**config.mk**
```make
export PLATFORM = sky130hd
export DESIGN_NAME = vga_timing_gen_flat
export DESIGN_NICKNAME = d
export VERILOG_FILES = /design/src/rtl/vga_timing_gen_pkg.sv /design/src/rtl/vga_timing_gen_if.sv /design/src/rtl/vga_timing_gen_dly_line.sv /design/src/rtl/vga_timing_gen.sv /design/src/flat_wrapper.sv
export SDC_FILE = /design/constraint.sdc
export NUM_CORES = 1
export LEC_CHECK = 0
export ABC_CLOCK_PERIOD_IN_PS = 5600
export CELL_PAD_IN_SITES_DETAIL_PLACEMENT = 0
export CELL_PAD_IN_SITES_GLOBAL_PLACEMENT = 1
export CORE_UTILIZATION = 40
export DETAILED_ROUTE_END_ITERATION = 12
export PLACE_DENSITY = 0.87
export SLEW_MARGIN = 40
export SYNTH_ARGS = -nofsm -noshare
export SYNTH_HDL_FRONTEND = slang
export SYNTH_HIERARCHICAL = 1
export SYNTH_SLANG_ARGS = --single-unit
```
**constraint.sdc**
```tcl
create_clock -name clk_i -period 5.6 [get_ports clk_i]
set_clock_uncertainty 0.2 [all_clocks]
set_input_delay 0.84 -clock clk_i [delete_from_list [all_inputs] [get_ports clk_i]]
set_output_delay 0.84 -clock clk_i [all_outputs]
set_load 0.05 [all_outputs]
```
**src/rtl/vga_timing_gen_pkg.sv**
```systemverilog
// Shared 640x480@60 raster constants and small helpers for the VGA timing
// generator and the downstream pattern/colour stage.
package vga_timing_gen_pkg;

    localparam int H_ACTIVE = 640;
    localparam int H_FP     = 16;
    localparam int H_SYNC   = 96;
    localparam int H_BP     = 48;
    localparam int H_TOTAL  = H_ACTIVE + H_FP + H_SYNC + H_BP;

    localparam int V_ACTIVE = 480;
    localparam int V_FP     = 10;
    localparam int V_SYNC   = 2;
    localparam int V_BP     = 33;
    localparam int V_TOTAL  = V_ACTIVE + V_FP + V_SYNC + V_BP;

    localparam int H_SYNC_START = H_ACTIVE + H_FP;
    localparam int H_SYNC_END   = H_SYNC_START + H_SYNC;
    localparam int V_SYNC_START = V_ACTIVE + V_FP;
    localparam int V_SYNC_END   = V_SYNC_START + V_SYNC;

    localparam int CNT_W = 10;
    typedef logic [CNT_W-1:0] cnt_t;

    // Raster flags, active-high internally; polarity is applied at the pins.
    typedef struct packed {
        logic hs;
        logic vs;
        logic de;
    } vga_flags_t;

    localparam vga_flags_t FLAGS_IDLE = '{hs: 1'b0, vs: 1'b0, de: 1'b0};

    // True when counter c lies in the half-open window [lo, hi).
    function automatic logic in_window(input cnt_t c, input int lo, input int hi);
        return (int'(c) >= lo) && (int'(c) < hi);
    endfunction

endpackage

```
**src/rtl/vga_timing_gen_if.sv**
```systemverilog
// Raster output bundle from the timing generator to the colour stage / DAC pins.
interface vga_timing_gen_if;
    import vga_timing_gen_pkg::*;

    logic pix_ce;
    logic vga_clk;
    cnt_t x;
    cnt_t y;
    logic de;
    logic line_start;
    logic frame_start;
    logic hsync;
    logic vsync;
    logic blank_n;
    logic sync_n;

    modport master (
        output pix_ce, vga_clk, x, y, de, line_start, frame_start,
               hsync, vsync, blank_n, sync_n
    );

    modport slave (
        input pix_ce, vga_clk, x, y, de, line_start, frame_start,
              hsync, vsync, blank_n, sync_n
    );

endinterface

```
**src/rtl/vga_timing_gen_dly_line.sv**
```systemverilog
// Clock-enable gated shift register with synchronous reset to INIT.
// Aligns sync/blank with the colour stage's pixel latency.
module vga_dly_line #(
    parameter int             W     = 1,
    parameter int             DEPTH = 1,
    parameter logic [W-1:0]   INIT  = '0
) (
    input  logic         clk_i,
    input  logic         rst_n_i,
    input  logic         ce_i,
    input  logic [W-1:0] d_i,
    output logic [W-1:0] q_o
);

    logic [W-1:0] sr_q [DEPTH];

    // Flush to INIT on reset; otherwise shift one stage per enabled clock.
    always_ff @(posedge clk_i) begin
        if (!rst_n_i) begin
            for (int i = 0; i < DEPTH; i++) begin
                sr_q[i] <= INIT;
            end
        end else if (ce_i) begin
            sr_q[0] <= d_i;
            for (int i = 1; i < DEPTH; i++) begin
                sr_q[i] <= sr_q[i-1];
            end
        end
    end

    assign q_o = sr_q[DEPTH-1];

endmodule

```
**src/rtl/vga_timing_gen.sv**
```systemverilog
// VGA raster timing generator: pixel divider, h/v counters, raster decode,
// and sync/blank outputs delayed to match the colour stage latency.
module vga_timing_gen #(
    parameter int H_ACTIVE = vga_timing_gen_pkg::H_ACTIVE,
    parameter int H_FP     = vga_timing_gen_pkg::H_FP,
    parameter int H_SYNC   = vga_timing_gen_pkg::H_SYNC,
    parameter int H_BP     = vga_timing_gen_pkg::H_BP,
    parameter int V_ACTIVE = vga_timing_gen_pkg::V_ACTIVE,
    parameter int V_FP     = vga_timing_gen_pkg::V_FP,
    parameter int V_SYNC   = vga_timing_gen_pkg::V_SYNC,
    parameter int V_BP     = vga_timing_gen_pkg::V_BP,
    parameter int CLK_DIV  = 2,
    parameter int PIPE_DLY = 1,
    parameter bit SYNC_POL = 1'b0
) (
    input  logic                clk_i,
    input  logic                rst_n_i,
    vga_timing_gen_if.master    vid_o
);
    import vga_timing_gen_pkg::*;

    localparam int H_TOT  = H_ACTIVE + H_FP + H_SYNC + H_BP;
    localparam int V_TOT  = V_ACTIVE + V_FP + V_SYNC + V_BP;
    localparam int HS_BEG = H_ACTIVE + H_FP;
    localparam int HS_END = HS_BEG + H_SYNC;
    localparam int VS_BEG = V_ACTIVE + V_FP;
    localparam int VS_END = VS_BEG + V_SYNC;

    localparam int             DIV_W    = $clog2(CLK_DIV);
    localparam logic [DIV_W-1:0] DIV_LAST = DIV_W'(CLK_DIV - 1);
    localparam logic [DIV_W-1:0] DIV_HALF = DIV_W'(CLK_DIV / 2);
    localparam cnt_t           H_LAST   = cnt_t'(H_TOT - 1);
    localparam cnt_t           V_LAST   = cnt_t'(V_TOT - 1);

    generate
        if (H_TOT > 1024 || V_TOT > 1024) begin : g_bad_total
            $error("vga_timing_gen: H/V total exceeds 10-bit counter range");
        end
        if (CLK_DIV < 2 || (CLK_DIV % 2) != 0) begin : g_bad_div
            $error("vga_timing_gen: CLK_DIV must be even and >= 2");
        end
        if (PIPE_DLY < 0 || PIPE_DLY > 7) begin : g_bad_dly
            $error("vga_timing_gen: PIPE_DLY must be 0..7");
        end
    endgenerate

    logic [DIV_W-1:0] div_cnt_q, div_cnt_d;
    cnt_t             hcnt_q, hcnt_d;
    cnt_t             vcnt_q, vcnt_d;
    logic             vga_clk_q, vga_clk_d;
    logic             pix_ce;
    logic             de_now;
    vga_flags_t       flags_q, flags_d;
    vga_flags_t       flags_dly;

    // Next divider/counter state and the raster decode of the next position.
    always_comb begin
        pix_ce    = (div_cnt_q == DIV_LAST);
        div_cnt_d = pix_ce ? '0 : div_cnt_q + 1'b1;
        hcnt_d    = hcnt_q;
        vcnt_d    = vcnt_q;
        if (pix_ce) begin
            if (hcnt_q == H_LAST) begin
                hcnt_d = '0;
                vcnt_d = (vcnt_q == V_LAST) ? '0 : vcnt_q + 1'b1;
            end else begin
                hcnt_d = hcnt_q + 1'b1;
            end
        end
        // Registered so the DAC clock comes straight off a flop.
        vga_clk_d  = (div_cnt_d >= DIV_HALF);
        flags_d.hs = in_window(hcnt_d, HS_BEG, HS_END);
        flags_d.vs = in_window(vcnt_d, VS_BEG, VS_END);
        flags_d.de = in_window(hcnt_d, 0, H_ACTIVE) && in_window(vcnt_d, 0, V_ACTIVE);
        de_now     = in_window(hcnt_q, 0, H_ACTIVE) && in_window(vcnt_q, 0, V_ACTIVE);
    end

    // Divider, counters, DAC clock and the pixel-aligned raw decode register.
    always_ff @(posedge clk_i) begin
        if (!rst_n_i) begin
            div_cnt_q <= '0;
            hcnt_q    <= '0;
            vcnt_q    <= '0;
            vga_clk_q <= 1'b0;
            flags_q   <= FLAGS_IDLE;
        end else begin
            div_cnt_q <= div_cnt_d;
            hcnt_q    <= hcnt_d;
            vcnt_q    <= vcnt_d;
            vga_clk_q <= vga_clk_d;
            flags_q   <= flags_d;
        end
    end

    generate
        if (PIPE_DLY == 0) begin : g_no_dly
            assign flags_dly = flags_q;
        end else begin : g_dly
            vga_dly_line #(
                .W     ($bits(vga_flags_t)),
                .DEPTH (PIPE_DLY),
                .INIT  (FLAGS_IDLE)
            ) u_dly (
                .clk_i   (clk_i),
                .rst_n_i (rst_n_i),
                .ce_i    (pix_ce),
                .d_i     (flags_q),
                .q_o     (flags_dly)
            );
        end
    endgenerate

    assign vid_o.pix_ce      = pix_ce;
    assign vid_o.vga_clk     = vga_clk_q;
    assign vid_o.x           = hcnt_q;
    assign vid_o.y           = vcnt_q;
    // Held low while reset is asserted; otherwise the live active-area decode.
    assign vid_o.de          = de_now & rst_n_i;
    assign vid_o.line_start  = pix_ce && (hcnt_q == '0);
    assign vid_o.frame_start = pix_ce && (hcnt_q == '0) && (vcnt_q == '0);
    assign vid_o.hsync       = flags_dly.hs ^ ~SYNC_POL;
    assign vid_o.vsync       = flags_dly.vs ^ ~SYNC_POL;
    assign vid_o.blank_n     = flags_dly.de;
    assign vid_o.sync_n      = 1'b0;

endmodule

```
**src/flat_wrapper.sv**
```systemverilog
// flat-port wrapper written by rule: the top's interface ports become plain ports
module vga_timing_gen_flat import vga_timing_gen_pkg::*;
#(
    parameter int H_ACTIVE = vga_timing_gen_pkg::H_ACTIVE,
    parameter int H_FP     = vga_timing_gen_pkg::H_FP,
    parameter int H_SYNC   = vga_timing_gen_pkg::H_SYNC,
    parameter int H_BP     = vga_timing_gen_pkg::H_BP,
    parameter int V_ACTIVE = vga_timing_gen_pkg::V_ACTIVE,
    parameter int V_FP     = vga_timing_gen_pkg::V_FP,
    parameter int V_SYNC   = vga_timing_gen_pkg::V_SYNC,
    parameter int V_BP     = vga_timing_gen_pkg::V_BP,
    parameter int CLK_DIV  = 2,
    parameter int PIPE_DLY = 1,
    parameter bit SYNC_POL = 1'b0
)
  (clk_i, rst_n_i, vid_o_pix_ce, vid_o_vga_clk, vid_o_x, vid_o_y, vid_o_de, vid_o_line_start, vid_o_frame_start, vid_o_hsync, vid_o_vsync, vid_o_blank_n, vid_o_sync_n);
  vga_timing_gen_if vid_o_i ();
  input  logic clk_i;
  input  logic rst_n_i;
  output wire logic [$bits(vid_o_i.pix_ce)-1:0] vid_o_pix_ce;
  output wire logic [$bits(vid_o_i.vga_clk)-1:0] vid_o_vga_clk;
  output wire logic [$bits(vid_o_i.x)-1:0] vid_o_x;
  output wire logic [$bits(vid_o_i.y)-1:0] vid_o_y;
  output wire logic [$bits(vid_o_i.de)-1:0] vid_o_de;
  output wire logic [$bits(vid_o_i.line_start)-1:0] vid_o_line_start;
  output wire logic [$bits(vid_o_i.frame_start)-1:0] vid_o_frame_start;
  output wire logic [$bits(vid_o_i.hsync)-1:0] vid_o_hsync;
  output wire logic [$bits(vid_o_i.vsync)-1:0] vid_o_vsync;
  output wire logic [$bits(vid_o_i.blank_n)-1:0] vid_o_blank_n;
  output wire logic [$bits(vid_o_i.sync_n)-1:0] vid_o_sync_n;
  assign vid_o_pix_ce = vid_o_i.pix_ce;
  assign vid_o_vga_clk = vid_o_i.vga_clk;
  assign vid_o_x = vid_o_i.x;
  assign vid_o_y = vid_o_i.y;
  assign vid_o_de = vid_o_i.de;
  assign vid_o_line_start = vid_o_i.line_start;
  assign vid_o_frame_start = vid_o_i.frame_start;
  assign vid_o_hsync = vid_o_i.hsync;
  assign vid_o_vsync = vid_o_i.vsync;
  assign vid_o_blank_n = vid_o_i.blank_n;
  assign vid_o_sync_n = vid_o_i.sync_n;
  vga_timing_gen #(.H_ACTIVE(H_ACTIVE), .H_FP(H_FP), .H_SYNC(H_SYNC), .H_BP(H_BP), .V_ACTIVE(V_ACTIVE), .V_FP(V_FP), .V_SYNC(V_SYNC), .V_BP(V_BP), .CLK_DIV(CLK_DIV), .PIPE_DLY(PIPE_DLY), .SYNC_POL(SYNC_POL)) u_core (.clk_i(clk_i), .rst_n_i(rst_n_i), .vid_o(vid_o_i));
endmodule
```
# Word-level counts from Yosys, hierarchy flattened

Memory sizes are Yosys's and may differ from the RTL's.
Index checks and enable logic that the tools add are counted.

Word-level logic and storage cells: 46
Memories: 1
Register bits: 25
Bits in writable memories: 3
Input bits: 2
Output and inout bits: 29

Memory list:

| name                    | depth | bits a word | rd ports | clocked after Yosys merged registers in | write ports | RTL line                      | text |
|---|---|---|---|---|---|---|---|
| u_core.g_dly.u_dly.sr_q | 1     | 3           | 1        | 0                                       | 1           | vga_timing_gen_dly_line.sv:15 | `logic [W-1:0] sr_q [DEPTH];` |

Equality and inequality tests: 2
Reductions and logical operators: 9
Add/subtract/negate cells: 3
Mux-type cells: 12
$lt $le $gt $ge: 9
Bitwise operators: 3

Operators by type and width:

| operator                | number |
|---|---|
| $mux W10                | 5 |
| $lt A10 B10 Y1 const B  | 3 |
| $lt A10 B9 Y1 const B   | 3 |
| $add A10 B1 Y10 const B | 2 |
| $eq A10 B10 Y1 const B  | 2 |
| $logic_not A10 Y1       | 2 |
| $ge A10 B10 Y1 const B  | 1 |
| $ge A10 B9 Y1 const B   | 1 |
| $logic_and A1 B1 Y1     | 6 |
| $mux W1                 | 6 |
| $mux W3                 | 1 |
| $reduce_or A3 Y1        | 1 |
| $not A1 Y1              | 2 |
| $add A1 B1 Y1 const B   | 1 |
| $and A1 B1 Y1           | 1 |
| $ge A1 B1 Y1 const B    | 1 |

# Longest topological paths before layout

Gate-level depths: netlist of the first run.

Depth after elaboration: 6
Depth in mapped cells: 9
Gate-level depth less buffers: 8

# By module

Netlist of the first run, hierarchy kept.

Modules (own cells, without submodules):

| module         | seq. area each (um^2) | area each (um^2) | cells each | instances |
|---|---|---|---|---|
| vga_timing_gen | 480.5                 | 1397.6           | 166        | 1 |
| vga_dly_line   | 90.1                  | 115.1            | 7          | 1 |

# Worst setup path after synthesis of the first run

Ideal clock, no wire load.

Path type: reg2out
From: register u_core.div_cnt_q (netlist: u_core/vid_o.pix_ce)
To: output vid_o_frame_start
Required time: 4.560 ns
Stages on the path, launching flop included: 4
Slack: 2.454 ns
Arrival: 2.106 ns
Path through: dfxtp_1 -> clkbuf_1 -> and4_1 -> and4_1

Word-level cells in the longest chain between the ends: 2

Ends and longest elaborated chain:

| what                   | RTL line              | text |
|---|---|---|
| from (decl)            | vga_timing_gen.sv:47  | `logic [DIV_W-1:0] div_cnt_q, div_cnt_d;` |
| from (signal assigned) | vga_timing_gen.sv:87  | `div_cnt_q <= div_cnt_d;` |
| $logic_and A1 B1 Y1    | --                    |  |
| net vid_o_line_start   | flat_wrapper.sv:25    | `output wire logic [$bits(vid_o_i.line_start)-1:0] vid_o_line_start;` |
| $logic_and A1 B1 Y1    | vga_timing_gen.sv:120 | `assign vid_o.frame_start = pix_ce && (hcnt_q == '0) && (vcnt_q == '0);` |
| to (decl)              | flat_wrapper.sv:26    | `output wire logic [$bits(vid_o_i.frame_start)-1:0] vid_o_frame_start;` |

The timed path passes the listed nets, and every way through them passes these cells.

# Worst setup path in the final report of the first run

From: input rst_n_i
To: output vid_o_de

Word-level cells in the longest chain between the ends: 1

Ends and longest elaborated chain:

| what          | RTL line              | text |
|---|---|---|
| from (decl)   | flat_wrapper.sv:19    | `input logic rst_n_i;` |
| $and A1 B1 Y1 | vga_timing_gen.sv:118 | `assign vid_o.de = de_now & rst_n_i;` |
| to (decl)     | flat_wrapper.sv:24    | `output wire logic [$bits(vid_o_i.de)-1:0] vid_o_de;` |

No other way between the ends.

==> results of run 1 <==
## per-stage QoR
step / worst slack (ns) / power [W]
CTS: 1.99 / 0.000356
floorplan: 2.45 / 0.000235
detailed placement: 2.00 / 0.000248
global placement: 2.02 / 0.000247
global route: 1.93 / 0.000366
finish: 2.00 / 0.000350
## registers in the layout (all words and copies together), names as in the netlist
signal,cells
u_core/g_dly.u_dly/sr_q,3
u_core/vid_o.pix_ce,1
u_core/vid_o.y,10
u_core/vid_o.x,10
u_core/flags_q,3
## cells by family (layout without fill, tap and decap cells)
logic type	count (synthesis)	after routing	synth area share
adder cells (fa/ha/maj)	4	4	0.0331
buffers and inverters	20	41	0.0703
AND/OR/NAND/NOR	85	85	0.349
flip-flops	27	27	0.377
XOR/XNOR	8	8	0.0463
AO/OA/AOI/OAI	26	26	0.108
other	1	1	0.00248
multiplexers	2	2	0.0132
## path summary, 6_finish.rpt
kind	start	to	slack, ns	cells after the start
setup reg to reg	u_core/vid_o.pix_ce	u_core/flags_q[1]	2.53	6
setup / recovery	rst_n_i	vid_o_de	2.00	4
hold / removal	u_core/flags_q[2]	u_core/g_dly.u_dly/sr_q[0][2]	0.36	1
hold reg to reg	u_core/flags_q[2]	u_core/g_dly.u_dly/sr_q[0][2]	0.36	1
## layout by cell type (no fill, tap or decap), types with 4 or more instances in the layout
cell,instances
sky130_fd_sc_hd__a21oi_1,5
sky130_fd_sc_hd__and3_1,10
sky130_fd_sc_hd__dfxtp_1,24
sky130_fd_sc_hd__nand4_1,6
sky130_fd_sc_hd__and4_1,6
sky130_fd_sc_hd__nor4_1,4
sky130_fd_sc_hd__clkdlybuf4s50_1,29
sky130_fd_sc_hd__o21ai_0,9
sky130_fd_sc_hd__and2_1,7
sky130_fd_sc_hd__xnor2_1,6
sky130_fd_sc_hd__inv_1,6
sky130_fd_sc_hd__nand2_1,13
sky130_fd_sc_hd__ha_1,4
sky130_fd_sc_hd__nand3_1,6
sky130_fd_sc_hd__nor2b_1,12
sky130_fd_sc_hd__nor3_1,5
sky130_fd_sc_hd__nor2_1,7
## report_power, final
part | internal, W | switching (W) | leakage [nW]
Clock | 0.0000508 | 0.0000566 | 0.0228
Sequential | 0.000198 | 0.00000354 | 0.227
Combinational | 0.0000138 | 0.0000267 | 0.404
Total | 0.000263 | 0.0000868 | 0.653
## metal layers
layer / track usage / wire length (um) / up-vias / share of wire
met3: 0.0217 / 107 / 2 / 0.032
met5: 0 / 0 / - / 0
met2: 0.286 / 1560 / 36 / 0.47
li1: - / - / 655 / -
met4: 0.0511 / 27 / 0 / 0.0081
met1: 0.258 / 1650 / 626 / 0.49
## worst max-delay path, cell delays in order
cell                              delay [ns]
sky130_fd_sc_hd__clkdlybuf4s50_1        0.46
sky130_fd_sc_hd__buf_4                  0.23
sky130_fd_sc_hd__and4b_1                0.22
sky130_fd_sc_hd__clkdlybuf4s50_1        0.80
## cell type report
| class | instances | area [um^2] |
|---|---|---|
| clock buffers | 4 | 45.0 |
| fillers | 337 | 1640 |
| inverters | 7 | 26.3 |
| multi-input cells | 126 | 836 |
| flip-flops and latches | 27 | 571 |
| well taps | 46 | 57.6 |
| repair buffers | 30 | 298 |
==> impl_metrics.json, run 1 <==
{
  "wl_per_cell_um": 14.0,
  "avgViaCountPerCell": 5.50,
  "initial_utilization": 0.436,
  "areaGrowthSynthToFinish_pct": 21.2,
  "die_x_extent_um": 63.5,
  "total_of_max_cap_violations": 0,
  "cts_root_buf": "sky130_fd_sc_hd__clkbuf_8",
  "post-synth-top-area-cell": "sky130_fd_sc_hd__dfxtp_1",
  "cp_max_fo": 26,
  "worstHoldPathType": "reg2reg",
  "post_cts.repair.setup_buffers": 0,
  "run_status": "complete, no violations",
  "syn-cell-area_um2": 1510,
  "synth.most_common_cell": "sky130_fd_sc_hd__dfxtp_1",
  "global_route.overflow_total": 0,
  "worstSkewPairLatency_ns": 0.26,
  "synth_seq_area_share": 0.377,
  "setup_tns_ns": 0,
  "max_slew.worst_pin.slew_ns": 0.506,
  "worst_setup_hold_path_clk_slew_ns": 0.09,
  "cts-root-to-sink-buffers": 2,
  "netlist_instances": 173,
  "nets_finish": 201,
  "yosys.area.top_type_share": 0.318,
  "report.final.setup_viol": 0,
  "synth_top_cells_by_count": "sky130_fd_sc_hd__dfxtp_1 (24), sky130_fd_sc_hd__nand2_1 (13), sky130_fd_sc_hd__nor2b_1 (12)",
  "floorplan.rows": 21,
  "grt_start_max_net_pins": 27,
  "ir_worst_vdd_v": 0.000114,
  "detail_route.first_pass.iterations": 4,
  "grt_util_all_layers": 0.182,
  "critPathCaptureType": "primary output",
  "cts-buffers-inserted": 3,
  "ys.warnings.count": 6,
  "synthesis.nets": 179,
  "fin_worst_hold_slack_ns": 0.360,
  "first_global_vias": 1242,
  "post_cts_resize_count": 0,
  "stdcell_count": 240,
  "period_minus_slack_ns": 3.60,
  "ios": 31,
  "period_share": 0.643,
  "post_synth_num_cell_types": 42,
  "postSynthAreaPerCell_um2": 8.74,
  "drtIter0Drc": 70,
  "worst-endpoint-arrival_ns": 2.56,
  "synth_enable_flop_cells": 3,
  "drive_gt1_frac": 0.0412,
  "timing.final.max_slew_violations": 0,
  "timing.setup.critical_path_class": "in2out",
  "antenna_found_initial": 0,
  "synth_async_sr_flop_share": 0,
  "ys_seq_elements": 27,
  "postSynth.topFlopCell": "sky130_fd_sc_hd__dfxtp_1",
  "cts.sink_count": 27,
  "core_um2": 3470,
  "finish.instance_area_um2": 1830,
  "detail-route-antenna-nets": 0,
  "maxClockFrequency_mhz": 278,
  "dp_hpwl_mm": 2.46,
  "final_core_util": 0.528,
  "cts_tree": "done",
  "route.final.wire_length_mm": 3.35,
  "die-area_um2": 4030,
  "antenna_cells": 0,
  "dpl-instance-area_um2": 1790,
  "grt_first_pass_wirelength_mm": 5.82,
  "crit_required_ns": 4.56,
  "drc_errors": 0,
  "port_buffers": 29,
  "power.density_nw_per_um2": 191,
  "cts.hold.buffers_added": 0,
  "max-slew-margin-rel": 0.662,
  "setup.worst_path.start_class": "primary input",
  "routed-via-count": 1319,
  "grt_setup_unrepaired": "false",
  "report.final.hold_viol_count": 0,
  "cts_htree_levels": 1,
  "ys_top_cells_by_area": "sky130_fd_sc_hd__dfxtp_1 (32%), sky130_fd_sc_hd__edfxtp_1 (6.0%), sky130_fd_sc_hd__nor2b_1 (5.0%)",
  "dp_cells": 236,
  "place.gp.congestion": 0.860,
  "die_h_um": 63.5,
  "p_leak_nw": 0.653
}
(Power assumes the default switching activity.)
==> run 2, diff against run 1 <==
--- a/config.mk
+++ b/config.mk
@@ -5,12 +5,12 @@
 export SDC_FILE = /design/constraint.sdc
 export NUM_CORES = 1
 export LEC_CHECK = 0
-export ABC_CLOCK_PERIOD_IN_PS = 5600
+export ABC_CLOCK_PERIOD_IN_PS = 3700
 export CELL_PAD_IN_SITES_DETAIL_PLACEMENT = 0
 export CELL_PAD_IN_SITES_GLOBAL_PLACEMENT = 1
-export CORE_UTILIZATION = 40
+export CORE_UTILIZATION = 38
 export DETAILED_ROUTE_END_ITERATION = 12
-export PLACE_DENSITY = 0.87
+export PLACE_DENSITY = 0.83
 export SLEW_MARGIN = 40
 export SYNTH_ARGS = -nofsm -noshare
 export SYNTH_HDL_FRONTEND = slang
==> constraint.sdc (replaced) <==
create_clock -name clk_i -period 3.7 [get_ports clk_i]
set_clock_uncertainty 0.2 [all_clocks]
set_input_delay 0.555 -clock clk_i [delete_from_list [all_inputs] [get_ports clk_i]]
set_output_delay 0.555 -clock clk_i [all_outputs]
set_load 0.05 [all_outputs]
==> run 2 against run 1 <==
Compared with the run above:
- clock power up 52%
- non-clock buffer count is 1 higher
- critical path depth unchanged
- final area rose by 0.55%
- core utilization fell by 3.6 points
- final cell count grew 1.3%
- largest cell class unchanged
- largest power group unchanged
==> impl_metrics.json, run 2 (synthesized netlist as in run 1, its figures left out) <==
{
  "post_cts_resize_count": 0,
  "ios": 31,
  "detail-route-antenna-nets": 0,
  "drive_gt1_frac": 0.0462,
  "switching_share": 0.250,
  "dpl-instance-area_um2": 1800,
  "internal_power_w": 0.000399,
  "worstHoldPathType": "reg2reg",
  "cts_root_buf": "sky130_fd_sc_hd__clkbuf_8",
  "path_buf_inv": 1,
  "cts-root-to-sink-buffers": 2,
  "routed-via-count": 1323,
  "timing.setup.critical_path_class": "reg2out",
  "max_slew.worst_pin.slew_ns": 0.513,
  "power.density_nw_per_um2": 289,
  "grt_start_max_net_pins": 26,
  "report.final.hold_viol_count": 0,
  "avgViaCountPerCell": 5.44,
  "run_status": "complete, no violations",
  "min-delay-start": "u_core/flags_q[2]",
  "die_h_um": 65.1,
  "place.gp.congestion": 0.868,
  "route.final.wire_length_mm": 3.40,
  "wl_per_cell_um": 14.0,
  "antenna_found_initial": 0,
  "critPathMaxStageDelay_ns": 0.81,
  "most-common-layout-cells": "sky130_fd_sc_hd__clkdlybuf4s50_1 (29), sky130_fd_sc_hd__dfxtp_1 (24), sky130_fd_sc_hd__nand2_1 (13), sky130_fd_sc_hd__nor2b_1 (12), sky130_fd_sc_hd__and3_1 (10)",
  "worst-endpoint-arrival_ns": 2.29,
  "floorplan.rows": 22,
  "sequential_share_of_power": 0.569,
  "die-area_um2": 4240,
  "p_leak_nw": 0.658,
  "layout.filler_cells": 380,
  "report.final.setup_viol": 0,
  "detail_route.first_pass.iterations": 4,
  "nets_finish": 202,
  "critPathCaptureType": "primary output",
  "total_of_max_cap_violations": 0,
  "first_global_vias": 1156,
  "cts-buffers-inserted": 3,
  "slowest_stage": "sky130_fd_sc_hd__clkdlybuf4s50_1",
  "maxClockFrequency_mhz": 329,
  "drc_errors": 0,
  "power.share.combinational": 0.124,
  "initial_utilization": 0.404,
  "areaGrowthSynthToFinish_pct": 21.8,
  "crit_required_ns": 2.94,
  "grt_first_pass_wirelength_mm": 5.63,
  "drtIter0Drc": 51,
  "final_core_util": 0.492,
  "design_power_total_w": 0.000532,
  "port_buffers": 29,
  "cts_htree_levels": 1,
  "core_um2": 3740,
  "timing.final.max_slew_violations": 0,
  "die_x_extent_um": 65.1,
  "max-slew-margin-rel": 0.657,
  "worst_path_dominant_cell_family": "buffers and inverters",
  "finish.instance_area_um2": 1840,
  "cp_max_fo": 9,
  "crit-reg2reg-capture": "u_core/flags_q[1]",
  "worst_setup_path_endpoint": "vid_o_frame_start",
  "global_route.overflow_total": 0,
  "worst-r2r-setup-slack_ns": 0.73,
  "timing.critical_path.from": "u_core/vid_o.x[5]",
  "worstSkewPairLatency_ns": 0.27,
  "antenna_cells": 0,
  "pwr-share-clk": 0.307,
  "dp_worst_setup_slack_ns": 0.768,
  "switching_power_w": 0.000133,
  "cts.hold.buffers_added": 0,
  "mostFrequentLayoutCell": "sky130_fd_sc_hd__clkdlybuf4s50_1",
  "path_depth": 4,
  "setup.worst_path.start_class": "register",
  "crit-reg2reg-launch": "u_core/vid_o.x[0]",
  "dp_hpwl_mm": 2.50,
  "worst_path_most_repeated_cell": "sky130_fd_sc_hd__and4_1",
  "period_share": 0.822,
  "ir_worst_vdd_v": 0.000236,
  "grt_setup_unrepaired": "false",
  "worst_setup_hold_path_clk_slew_ns": 0.09,
  "cts_tree": "done",
  "cts.sink_count": 27,
  "setup_tns_ns": 0,
  "critical_path.cell_chain": "nor4_1 -> and4_1 -> and4_1 -> clkdlybuf4s50_1",
  "post_route_worst_setup_slack_ns": 0.659,
  "reg2reg_depth": 7,
  "grt_util_all_layers": 0.173,
  "post_cts.repair.setup_buffers": 0,
  "period_minus_slack_ns": 3.04
}
==> run 2: cell count changes in the layout (fill, tap and decap cells not counted) <==
cell and delta:
sky130_fd_sc_hd__buf_4 +1
==> run 2: metrics by stage <==
step,std cells,hold slack (ns)
2_1_floorplan,173,0.321
3_3_place_gp,239,0.333
3_5_place_dp,239,0.332
4_1_cts,243,0.353
5_1_grt,243,0.362
6_report,243,0.349
==> run 2: worst min-delay path by stage <==
| stage | to | slack (ns) | depth (start not counted) |
|---|---|---|---|
| finish | u_core/g_dly.u_dly/sr_q[0][2] | 0.35 | 1 |
| global route | u_core/g_dly.u_dly/sr_q[0][2] | 0.36 | 1 |
| CTS | u_core/g_dly.u_dly/sr_q[0][2] | 0.35 | 1 |
| detailed placement | u_core/g_dly.u_dly/sr_q[0][2] | 0.33 | 1 |
| global placement | u_core/g_dly.u_dly/sr_q[0][2] | 0.33 | 1 |
| floorplan | u_core/g_dly.u_dly/sr_q[0][0] | 0.32 | 1 |
==> run 2: cell type report <==
type                    instances  area [um^2]  area share
clock buffers                   4         45.0      0.0244
inverters                       7         26.3      0.0143
multi-input cells             126          836       0.453
flip-flops and latches         27          571       0.310
well taps                      48         60.1      0.0326
repair buffers                 31          305       0.166
==> run 2: routing by layer <==
layer / part of all wire / GRT usage / up-vias
met3: 0.046 / 0.0382 / 2
met1: 0.47 / 0.222 / 633
met5: 0 / 0 / -
li1: - / - / 656
met2: 0.48 / 0.293 / 32
met4: 0.0065 / 0.0408 / 0
==> run 2: power groups by stage <==
stage               logic [W]  registers, W  clock network, W
floorplan           0.0000349      0.000321                 0
global placement    0.0000651      0.000309                 0
detailed placement  0.0000661      0.000310                 0
CTS                 0.0000662      0.000303          0.000169
global route        0.0000694      0.000304          0.000183
finish              0.0000658      0.000303          0.000163
==> run 3, diff against run 2 <==
--- a/config.mk
+++ b/config.mk
@@ -5,12 +5,12 @@
 export SDC_FILE = /design/constraint.sdc
 export NUM_CORES = 1
 export LEC_CHECK = 0
-export ABC_CLOCK_PERIOD_IN_PS = 3700
+export ABC_CLOCK_PERIOD_IN_PS = 2700
 export CELL_PAD_IN_SITES_DETAIL_PLACEMENT = 0
 export CELL_PAD_IN_SITES_GLOBAL_PLACEMENT = 1
-export CORE_UTILIZATION = 38
+export CORE_UTILIZATION = 34
 export DETAILED_ROUTE_END_ITERATION = 12
-export PLACE_DENSITY = 0.83
+export PLACE_DENSITY = 0.79
 export SLEW_MARGIN = 40
 export SYNTH_ARGS = -nofsm -noshare
 export SYNTH_HDL_FRONTEND = slang
==> constraint.sdc (replaced) <==
create_clock -name clk_i -period 2.7 [get_ports clk_i]
set_clock_uncertainty 0.2 [all_clocks]
set_input_delay 0.405 -clock clk_i [delete_from_list [all_inputs] [get_ports clk_i]]
set_output_delay 0.405 -clock clk_i [all_outputs]
set_load 0.05 [all_outputs]
==> run 3 against run 2 <==
Compared with the run above:
- worst hold slack improved by 0.019 ns
- critical path depth increased by 3
- core utilization decreased by 3.1 points
- via count increased by 2.7%
- critical path type is now reg2reg
==> impl_metrics.json, run 3 (synthesized netlist as in run 1, its figures left out) <==
{
  "most-common-layout-cells": "sky130_fd_sc_hd__clkdlybuf4s50_1 (26), sky130_fd_sc_hd__dfxtp_1 (20), sky130_fd_sc_hd__nand2_1 (13), sky130_fd_sc_hd__nor2b_1 (12), sky130_fd_sc_hd__buf_4 (11)",
  "die_x_extent_um": 68.7,
  "grt_util_all_layers": 0.174,
  "power.density_nw_per_um2": 385,
  "worst-endpoint-arrival_ns": 2.60,
  "nets_finish": 209,
  "max-slew-margin-rel": 0.660,
  "detail_route.first_pass.iterations": 4,
  "cts_root_buf": "sky130_fd_sc_hd__clkbuf_8",
  "initial_utilization": 0.365,
  "die-area_um2": 4720,
  "slowest_stage": "sky130_fd_sc_hd__or4_4",
  "cts.hold.buffers_added": 0,
  "period_minus_slack_ns": 2.62,
  "p_leak_nw": 0.706,
  "max_slew.worst_pin.slew_ns": 0.508,
  "worstSkewPairLatency_ns": 0.27,
  "area.sequential_um2": 576,
  "crit-reg2reg-launch": "u_core/vid_o.x[1]",
  "detail-route-antenna-nets": 0,
  "avgViaCountPerCell": 5.39,
  "layout.filler_cells": 403,
  "reg2reg_depth": 7,
  "grt_setup_unrepaired": "false",
  "worst-r2r-setup-slack_ns": 0.08,
  "global_route.overflow_total": 0,
  "cts_htree_levels": 1,
  "critical_path.cell_chain": "ha_1 -> and4_2 -> and4_2 -> nand4_1 -> xor2_1 -> or4_4 -> nor4b_2",
  "total_of_max_cap_violations": 0,
  "maxClockFrequency_mhz": 382,
  "first_global_vias": 1263,
  "multiInputGateArea_um2": 840,
  "dp_hpwl_mm": 2.80,
  "areaGrowthSynthToFinish_pct": 26.4,
  "die_h_um": 68.7,
  "critPathMaxStageDelay_ns": 0.55,
  "crit-reg2reg-capture": "u_core/flags_q[1]",
  "post_cts_resize_count": 0,
  "period_share": 0.971,
  "ios": 31,
  "dp_cells": 248,
  "worst_path_most_repeated_cell": "sky130_fd_sc_hd__and4_2",
  "report.final.setup_viol": 0,
  "cts.sink_count": 27,
  "path_buf_inv": 0,
  "route.final.wire_length_mm": 3.79,
  "worst_path_dominant_cell_family": "simple AND/OR/NAND/NOR gates",
  "run_status": "complete, no violations",
  "wl_per_cell_um": 15.0,
  "place.gp.congestion": 0.819,
  "grt_first_pass_wirelength_mm": 5.99,
  "worstHoldPathType": "reg2reg",
  "antenna_cells": 0,
  "stdcell_count": 252,
  "ir_worst_vdd_v": 0.000171,
  "floorplan.rows": 23,
  "mostFrequentLayoutCell": "sky130_fd_sc_hd__clkdlybuf4s50_1",
  "setup.worst_path.start_class": "register",
  "min-delay-start": "u_core/flags_q[0]",
  "post_cts.repair.setup_buffers": 0,
  "cts_tree": "done",
  "path_depth": 7,
  "report.final.hold_viol_count": 0,
  "drc_errors": 0,
  "grt_start_max_net_pins": 26,
  "timing.final.max_slew_violations": 0,
  "drtIter0Drc": 78,
  "port_buffers": 29,
  "timing.setup.critical_path_class": "reg2reg",
  "critPathCaptureType": "register",
  "timing.critical_path.from": "u_core/vid_o.x[1]",
  "drive_gt1_frac": 0.129,
  "routed-via-count": 1359,
  "worst_setup_path_endpoint": "u_core/flags_q[1]",
  "worst_setup_hold_path_clk_slew_ns": 0.09,
  "antenna_found_initial": 0,
  "cts-root-to-sink-buffers": 2,
  "cts-buffers-inserted": 3,
  "cp_max_fo": 5,
  "setup_tns_ns": 0,
  "crit_required_ns": 2.68,
  "core_um2": 4140
}
## run 3: changes by cell type in the layout (fill, tap and decap cells not counted)
cell	change
sky130_fd_sc_hd__buf_4	+9
sky130_fd_sc_hd__dfxtp_1	-4
sky130_fd_sc_hd__dfxtp_2	+4
sky130_fd_sc_hd__and4_1	-3
sky130_fd_sc_hd__and4_2	+3
sky130_fd_sc_hd__clkdlybuf4s50_1	-3
sky130_fd_sc_hd__buf_12	+1
## run 3: worst min path at each step
stage	depth (start not counted)	to	slack (ns)
final	1	u_core/g_dly.u_dly/sr_q[0][0]	0.37
after global routing	1	u_core/g_dly.u_dly/sr_q[0][0]	0.38
after CTS	1	u_core/g_dly.u_dly/sr_q[0][2]	0.37
after detailed placement	1	u_core/g_dly.u_dly/sr_q[0][2]	0.34
after global placement	1	u_core/g_dly.u_dly/sr_q[0][2]	0.33
after floorplan	1	u_core/g_dly.u_dly/sr_q[0][0]	0.32
## run 3: power breakdown
group	internal, W	leakage, nW	switching [W]
registers	0.000412	0.228	0.00000349
clock network	0.000106	0.0228	0.000123
logic	0.0000311	0.455	0.0000614
## run 3: area by class of cell
cell class / count / share of cell area
clock buffers: 4 / 0.0236
inverters: 7 / 0.0137
multi-input cells: 126 / 0.439
flip-flops and latches: 27 / 0.301
well taps: 50 / 0.0327
repair buffers: 38 / 0.190
## run 3: through the flow
step            util  hold WS [ns]  cell area [um^2]  setup slack [ns]  total power [W]
2_1_floorplan      -         0.321              1520           0.00112         0.000488
3_3_place_gp   0.450         0.330              1860             0.195         0.000517
3_5_place_dp   0.450         0.345              1860            0.0739         0.000518
4_1_cts        0.461         0.369              1910            0.0458         0.000745
5_1_grt        0.461         0.384              1910            0.0173         0.000769
6_report       0.461         0.368              1910            0.0792         0.000737
## run 3: routing by layer
metal	up-vias	GRT usage	part of all wire
met5	-	0	0
met4	0	0.0612	0.011
met3	4	0.0197	0.030
met2	33	0.290	0.50
met1	653	0.232	0.46
li1	669	-	-
